--- config.mk ---
export PLATFORM = sky130hd
export DESIGN_NAME = truth_table_scanner
export DESIGN_NICKNAME = d
export VERILOG_FILES = /design/src/rtl/truth_table_scanner.sv
export SDC_FILE = /design/constraint.sdc
export NUM_CORES = 1
export LEC_CHECK = 0
export CAP_MARGIN = 10
export CORE_MARGIN = 1.5
export CORE_UTILIZATION = 50
export DETAILED_ROUTE_END_ITERATION = 10
export PLACE_DENSITY = 0.84
export SYNTH_ARGS = -nofsm -noshare
export SYNTH_HDL_FRONTEND = slang
export SYNTH_SLANG_ARGS = --single-unit
export TNS_END_PERCENT = 10
--- constraint.sdc ---
create_clock -name clk -period 2 [get_ports clk]
set_input_delay 0.3 -clock clk [delete_from_list [all_inputs] [get_ports clk]]
set_output_delay 0.3 -clock clk [all_outputs]
set_load 0.01 [all_outputs]
--- src/rtl/truth_table_scanner.sv ---
// Self-timed truth-table sweeper: drives every input code, waits SETTLE cycles, samples f_in.
// Optional golden-table comparator built only when TRUTH_TABLE_COMPARE_EN is defined.
module truth_table_scanner #(
  parameter int                    WIDTH    = 4,
  parameter int                    SETTLE   = 1,
  parameter logic [(2**WIDTH)-1:0] EXPECTED = 16'h0000
) (
  input  logic                    clk,
  input  logic                    rst_n,
  input  logic                    start,
  output logic [WIDTH-1:0]        code,
  input  logic                    f_in,
  output logic                    busy,
  output logic                    done,
  output logic [(2**WIDTH)-1:0]   table_out,
  output logic [WIDTH:0]          ones,
  output logic                    mismatch
);

  localparam int N  = 2**WIDTH;
  localparam int OW = WIDTH + 1;
  localparam int CW = (SETTLE > 0) ? $clog2(SETTLE + 1) : 1;

  typedef enum logic [1:0] {
    S_IDLE = 2'd0,
    S_WAIT = 2'd1,
    S_DONE = 2'd2
  } state_t;

  state_t           state_r;
  state_t           state_s;
  logic             busy_r;
  logic             done_r;
  logic             busy_s;
  logic             done_s;
  logic [WIDTH-1:0] code_r;
  logic [CW-1:0]    cnt_r;
  logic [N-1:0]     table_r;
  logic [OW-1:0]    ones_r;
  logic [N-1:0]     table_next_s;
  logic             sample_s;
  logic             last_s;

  assign sample_s  = (state_r == S_WAIT) && (cnt_r == {CW{1'b0}});
  assign last_s    = (code_r == {WIDTH{1'b1}});
  assign code      = code_r;
  assign busy      = busy_r;
  assign done      = done_r;
  assign table_out = table_r;
  assign ones      = ones_r;

  // State register; busy/done are registered from the next-state decode
  always_ff @(posedge clk or negedge rst_n) begin
    if (!rst_n) begin
      state_r <= S_IDLE;
      busy_r  <= 1'b0;
      done_r  <= 1'b0;
    end else begin
      state_r <= state_s;
      busy_r  <= busy_s;
      done_r  <= done_s;
    end
  end

  // Next-state logic
  always_comb begin
    state_s = state_r;
    case (state_r)
      S_IDLE: begin
        if (start) state_s = S_WAIT;
        else       state_s = S_IDLE;
      end
      S_WAIT: begin
        if (sample_s && last_s) state_s = S_DONE;
        else                    state_s = S_WAIT;
      end
      S_DONE:  state_s = S_IDLE;
      default: state_s = S_IDLE;
    endcase
  end

  // Output decode of the upcoming state
  always_comb begin
    busy_s = 1'b0;
    done_s = 1'b0;
    case (state_s)
      S_IDLE: begin busy_s = 1'b0; done_s = 1'b0; end
      S_WAIT: begin busy_s = 1'b1; done_s = 1'b0; end
      S_DONE: begin busy_s = 1'b0; done_s = 1'b1; end
      default: begin busy_s = 1'b0; done_s = 1'b0; end
    endcase
  end

  // Table with the current sample merged in; also feeds the final comparison
  always_comb begin
    table_next_s         = table_r;
    table_next_s[code_r] = f_in;
  end

  // Sweep datapath: code stepping, settle countdown, capture and ones count
  always_ff @(posedge clk or negedge rst_n) begin
    if (!rst_n) begin
      code_r  <= {WIDTH{1'b0}};
      cnt_r   <= {CW{1'b0}};
      table_r <= {N{1'b0}};
      ones_r  <= {OW{1'b0}};
    end else begin
      case (state_r)
        S_IDLE: begin
          if (start) begin
            code_r  <= {WIDTH{1'b0}};
            cnt_r   <= CW'(SETTLE);
            table_r <= {N{1'b0}};
            ones_r  <= {OW{1'b0}};
          end
        end
        S_WAIT: begin
          if (!sample_s) begin
            cnt_r <= cnt_r - CW'(1);
          end else begin
            table_r <= table_next_s;
            ones_r  <= ones_r + OW'(f_in);
            if (!last_s) begin
              code_r <= code_r + WIDTH'(1);
              cnt_r  <= CW'(SETTLE);
            end
          end
        end
        default: begin
        end
      endcase
    end
  end

`ifdef TRUTH_TABLE_COMPARE_EN
  logic mismatch_r;

  // Golden compare on the final sample; cleared on accepted start
  always_ff @(posedge clk or negedge rst_n) begin
    if (!rst_n) begin
      mismatch_r <= 1'b0;
    end else if ((state_r == S_IDLE) && start) begin
      mismatch_r <= 1'b0;
    end else if (sample_s && last_s) begin
      mismatch_r <= (table_next_s != EXPECTED);
    end
  end

  assign mismatch = mismatch_r;
`else
  localparam logic expected_unused = ^EXPECTED;
  assign mismatch = 1'b0;
`endif

endmodule

==> impl_metrics.toml <==
[critical_path]
cp-startpoint = "code[2]"
crit_path_max_incr_delay_ns = 0.62
worstSetupPathType = "flip-flop to output port"
critPathSlowestCell = "clkdlybuf4s50_1"
r2r-start = "state_r[0]"
path_cells = "clkdlybuf4s50_1"
critical-path-top-delay-family = "buffers and inverters"
worst_r2r_setup_slack_ns = 0.33
crit_buf_inv = 1
worst-endpoint-required_ns = 1.70
worst-path-max-fanout = 14
timing.critical_path.arrival_ns = 1.53
cp-end-kind = "output port"
critical_path.startpoint_type = "flip-flop"

[floorplanning]
fp.dieArea_mm2 = 0.00340
i_o_pin_cnt = 32
coreArea_mm2 = 0.00283
initial_core_util_pct = 54.1
die_x_um = 58.3
core.rowCount = 19
fp.dieH_um = 58.3

[layout]
fill_cell_instance_count_of_the_final_layout = 232
layout.nets = 201
area_growth_from_synthesis_to_final_layout_pct = 22.9
drive_gt1_share_pct = 4.71
diodes = 0

[clock_tree]
post_cts.resized_instances = 0
cts_root_buf = "clkbuf_4"
htree_levels = 2
clock_sinks = 30
clk-insertion-delay-late_ns = 0.32
post_cts.repair.setup_buffers = 0
post_cts_hold_buffer_count = 0
tritoncts.num_buffers = 5
tritoncts = "done"
clk_transition_reported_paths_ns = 0.08
clock_tree.buffer_depth = 2

[sta]
rsz_0062_raised_after_global_routing = "false"
fmax_mhz = 547
setup_total_negative_slack_ns = 0
finalMaxSlewViolations = 0
finalCriticalPeriod_ns = 1.83
final.period_utilization_pct = 91.4
finClkSkew_ns = 0.00462
whs_ns = 0.347
timing_hold_violations_final = 0
setup_violations = 0

[power]
leak_nw = 0.877
seq_power_share_pct = 37.1
netSwitchingPower_mw = 1.28
vdd_drop_max_mv = 0.904
combPwrFrac_pct = 52.4
netSwitchingFraction_pct = 42.5
cell_internal_pwr_mw = 1.73
power_per_cell_area_mw_per_mm2 = 1600
clkPwrFrac_pct = 10.5

[placement]
global_placer_s_final_weighted_congestion = 0.830
post-dp-hpwl_mm = 2.39
count_of_input_and_output_buffers = 30

[route]
postRouteAntennaNets = 0
routed_wire_length_per_instance_um = 15.0
detailedRoute.firstPassIterationCount = 4
first_iter_violations = 62
drt-total-wl_mm = 3.34
route.vias.total = 1288
drcViolationCount = 0
viasPerCell = 5.80

[grt]
gr-max-usage-layer = "met2"
grt_use_met2_pct = 34.3
grt_usage_pct = 22.9
grt_antenna_before_repair = 0
overflow = 0
met1_usage_pct = 32.2
maximum_number_of_pins_on_one_net_before_global_route_repair = 31
grt_util_met3_pct = 7.47
vias_in_the_first_global_route = 1182
grt_first_pass_wirelength_mm = 5.75

[flow_run]
max_cap_viol = 0

[yosys]
synth_warnings = 0
synth_ff_type = "dfrtp_1"
average_cell_area_after_synthesis_um2 = 9.45
ys_ff_latch = 30
ys_types = 33
synth_enable_flop_cells = 0
postSynthNetCount = 172
yosysTopAreaCellShare_pct = 49.0
post_synthesis_instance_total = 162
async_flop_share_pct = 100
syn-cell-area_mm2 = 0.00153
synth_seq_area_share_pct = 49.0
netlist_top_cells_area = "dfrtp_1 49%, nand2_1 6.1%, mux2i_1 5.9%, ha_1 4.9%, nand3_1 4.9%"
synth_top_cell_by_area = "dfrtp_1"

[outcome]
status = "finished clean"

[min_path]
hold_path_class = "input port to async pin"
## worst paths after layout
path                                      end  depth (start not counted)
worst max-delay path                  code[2]                          1
worst min-delay path                  code[3]                          2
worst max register to register        ones[4]                          4
worst min register to register  table_out[11]                          2
max in group asynchronous             ones[2]                          2
min in group clk                table_out[11]                          2
## logic make-up (layout without fill, tap and decap cells)
| logic type | count (synthesis) | after routing | synth area share, % |
|---|---|---|---|
| AOI/OAI and AO/OA | 33 | 33 | 13.8 |
| DFF | 30 | 30 | 49.0 |
| adders and majority gates | 6 | 6 | 4.90 |
| muxes | 9 | 9 | 5.88 |
| and+or+nand+nor | 69 | 69 | 21.7 |
| xor gates and xnor gates | 1 | 1 | 0.572 |
| buffers and inverters | 13 | 42 | 3.92 |
| other | 1 | 1 | 0.245 |
## Yosys cell counts, types with 2 or more instances
| master | number |
|---|---|
| nor2_1 | 11 |
| o211ai_1 | 2 |
| clkbuf_1 | 5 |
| dfrtp_1 | 30 |
| or3_1 | 2 |
| a21oi_1 | 7 |
| inv_1 | 3 |
| o21ai_0 | 4 |
| buf_4 | 2 |
| nor2b_1 | 3 |
| a22o_1 | 4 |
| ha_1 | 6 |
| nor3_1 | 4 |
| nand4_1 | 2 |
| nand2_1 | 25 |
| buf_2 | 3 |
| nand3_1 | 15 |
| nand2b_1 | 2 |
| o21ai_1 | 8 |
| a31oi_1 | 3 |
| mux2i_1 | 9 |
## per-stage QoR
stage | std cells | util [%] | cell area, um^2 | power [mW] | worst slack (ns)
floorplan | 162 | - | 1530 | 2.04 | 0.562
finish | 222 | 66.5 | 1880 | 3.01 | 0.171
CTS | 222 | 66.5 | 1880 | 3.03 | 0.154
global placement | 215 | 64.9 | 1840 | 2.62 | 0.257
detailed placement | 215 | 64.9 | 1840 | 2.69 | 0.170
global route | 222 | 66.5 | 1880 | 3.26 | 0.0602
## registers in the layout, summed over array words and instances (netlist names)
| name | flops |
|---|---|
| busy | 1 |
| cnt_r | 1 |
| code | 4 |
| done | 1 |
| ones | 5 |
| state_r | 2 |
| table_out | 16 |
## cell usage in the layout, fill, tap and decap left out
cell | synthesis | final
or3_1 | 2 | 2
a31oi_1 | 3 | 3
a41oi_1 | 1 | 1
nand4bb_1 | 1 | 1
nor2_1 | 11 | 11
and3_1 | 1 | 1
nand2b_4 | 1 | 1
conb_1 | 1 | 1
clkbuf_4 | 0 | 5
clkdlybuf4s50_1 | 0 | 30
nand4_1 | 2 | 2
or2_1 | 1 | 1
buf_4 | 2 | 2
o211ai_1 | 2 | 2
nand2_1 | 25 | 25
dfrtp_1 | 30 | 30
a21oi_4 | 1 | 1
a21o_1 | 1 | 1
a22o_1 | 4 | 4
xnor2_1 | 1 | 1
clkbuf_1 | 5 | 2
a211oi_1 | 1 | 1
o21ai_0 | 4 | 4
nor3_1 | 4 | 4
nand2b_1 | 2 | 2
nand3_1 | 15 | 15
o21ai_1 | 8 | 8
nor2b_1 | 3 | 3
nor3b_1 | 1 | 1
a21oi_1 | 7 | 7
ha_1 | 6 | 6
o21bai_1 | 1 | 1
mux2i_1 | 9 | 9
inv_1 | 3 | 3
## routing by layer
| layer | part of all wire, % | wire length (um) |
|---|---|---|
| met1 | 44 | 1480 |
| met2 | 49 | 1630 |
| met3 | 6.6 | 220 |
| met4 | 0 | 0 |
| met5 | 0 | 0 |
## final cells by class
class | count | area (um^2) | share of cell area (%)
clock buffer | 7 | 45.0 | 2.39
sequential | 30 | 751 | 39.9
timing repair buffer | 32 | 315 | 16.8
tap | 31 | 38.8 | 2.06
inverter | 3 | 11.3 | 0.598
multi-input combinational | 119 | 721 | 38.3
## power groups by stage
stage | Sequential, mW | Combinational (mW) | Clock, mW
6_report | 1.12 | 1.58 | 0.316
5_1_grt | 1.15 | 1.74 | 0.364
4_1_cts | 1.11 | 1.58 | 0.333
3_5_place_dp | 1.12 | 1.56 | 0
3_3_place_gp | 1.10 | 1.52 | 0
2_1_floorplan | 1.12 | 0.921 | 0
No activity file was read; power rests on OpenSTA's default activity.
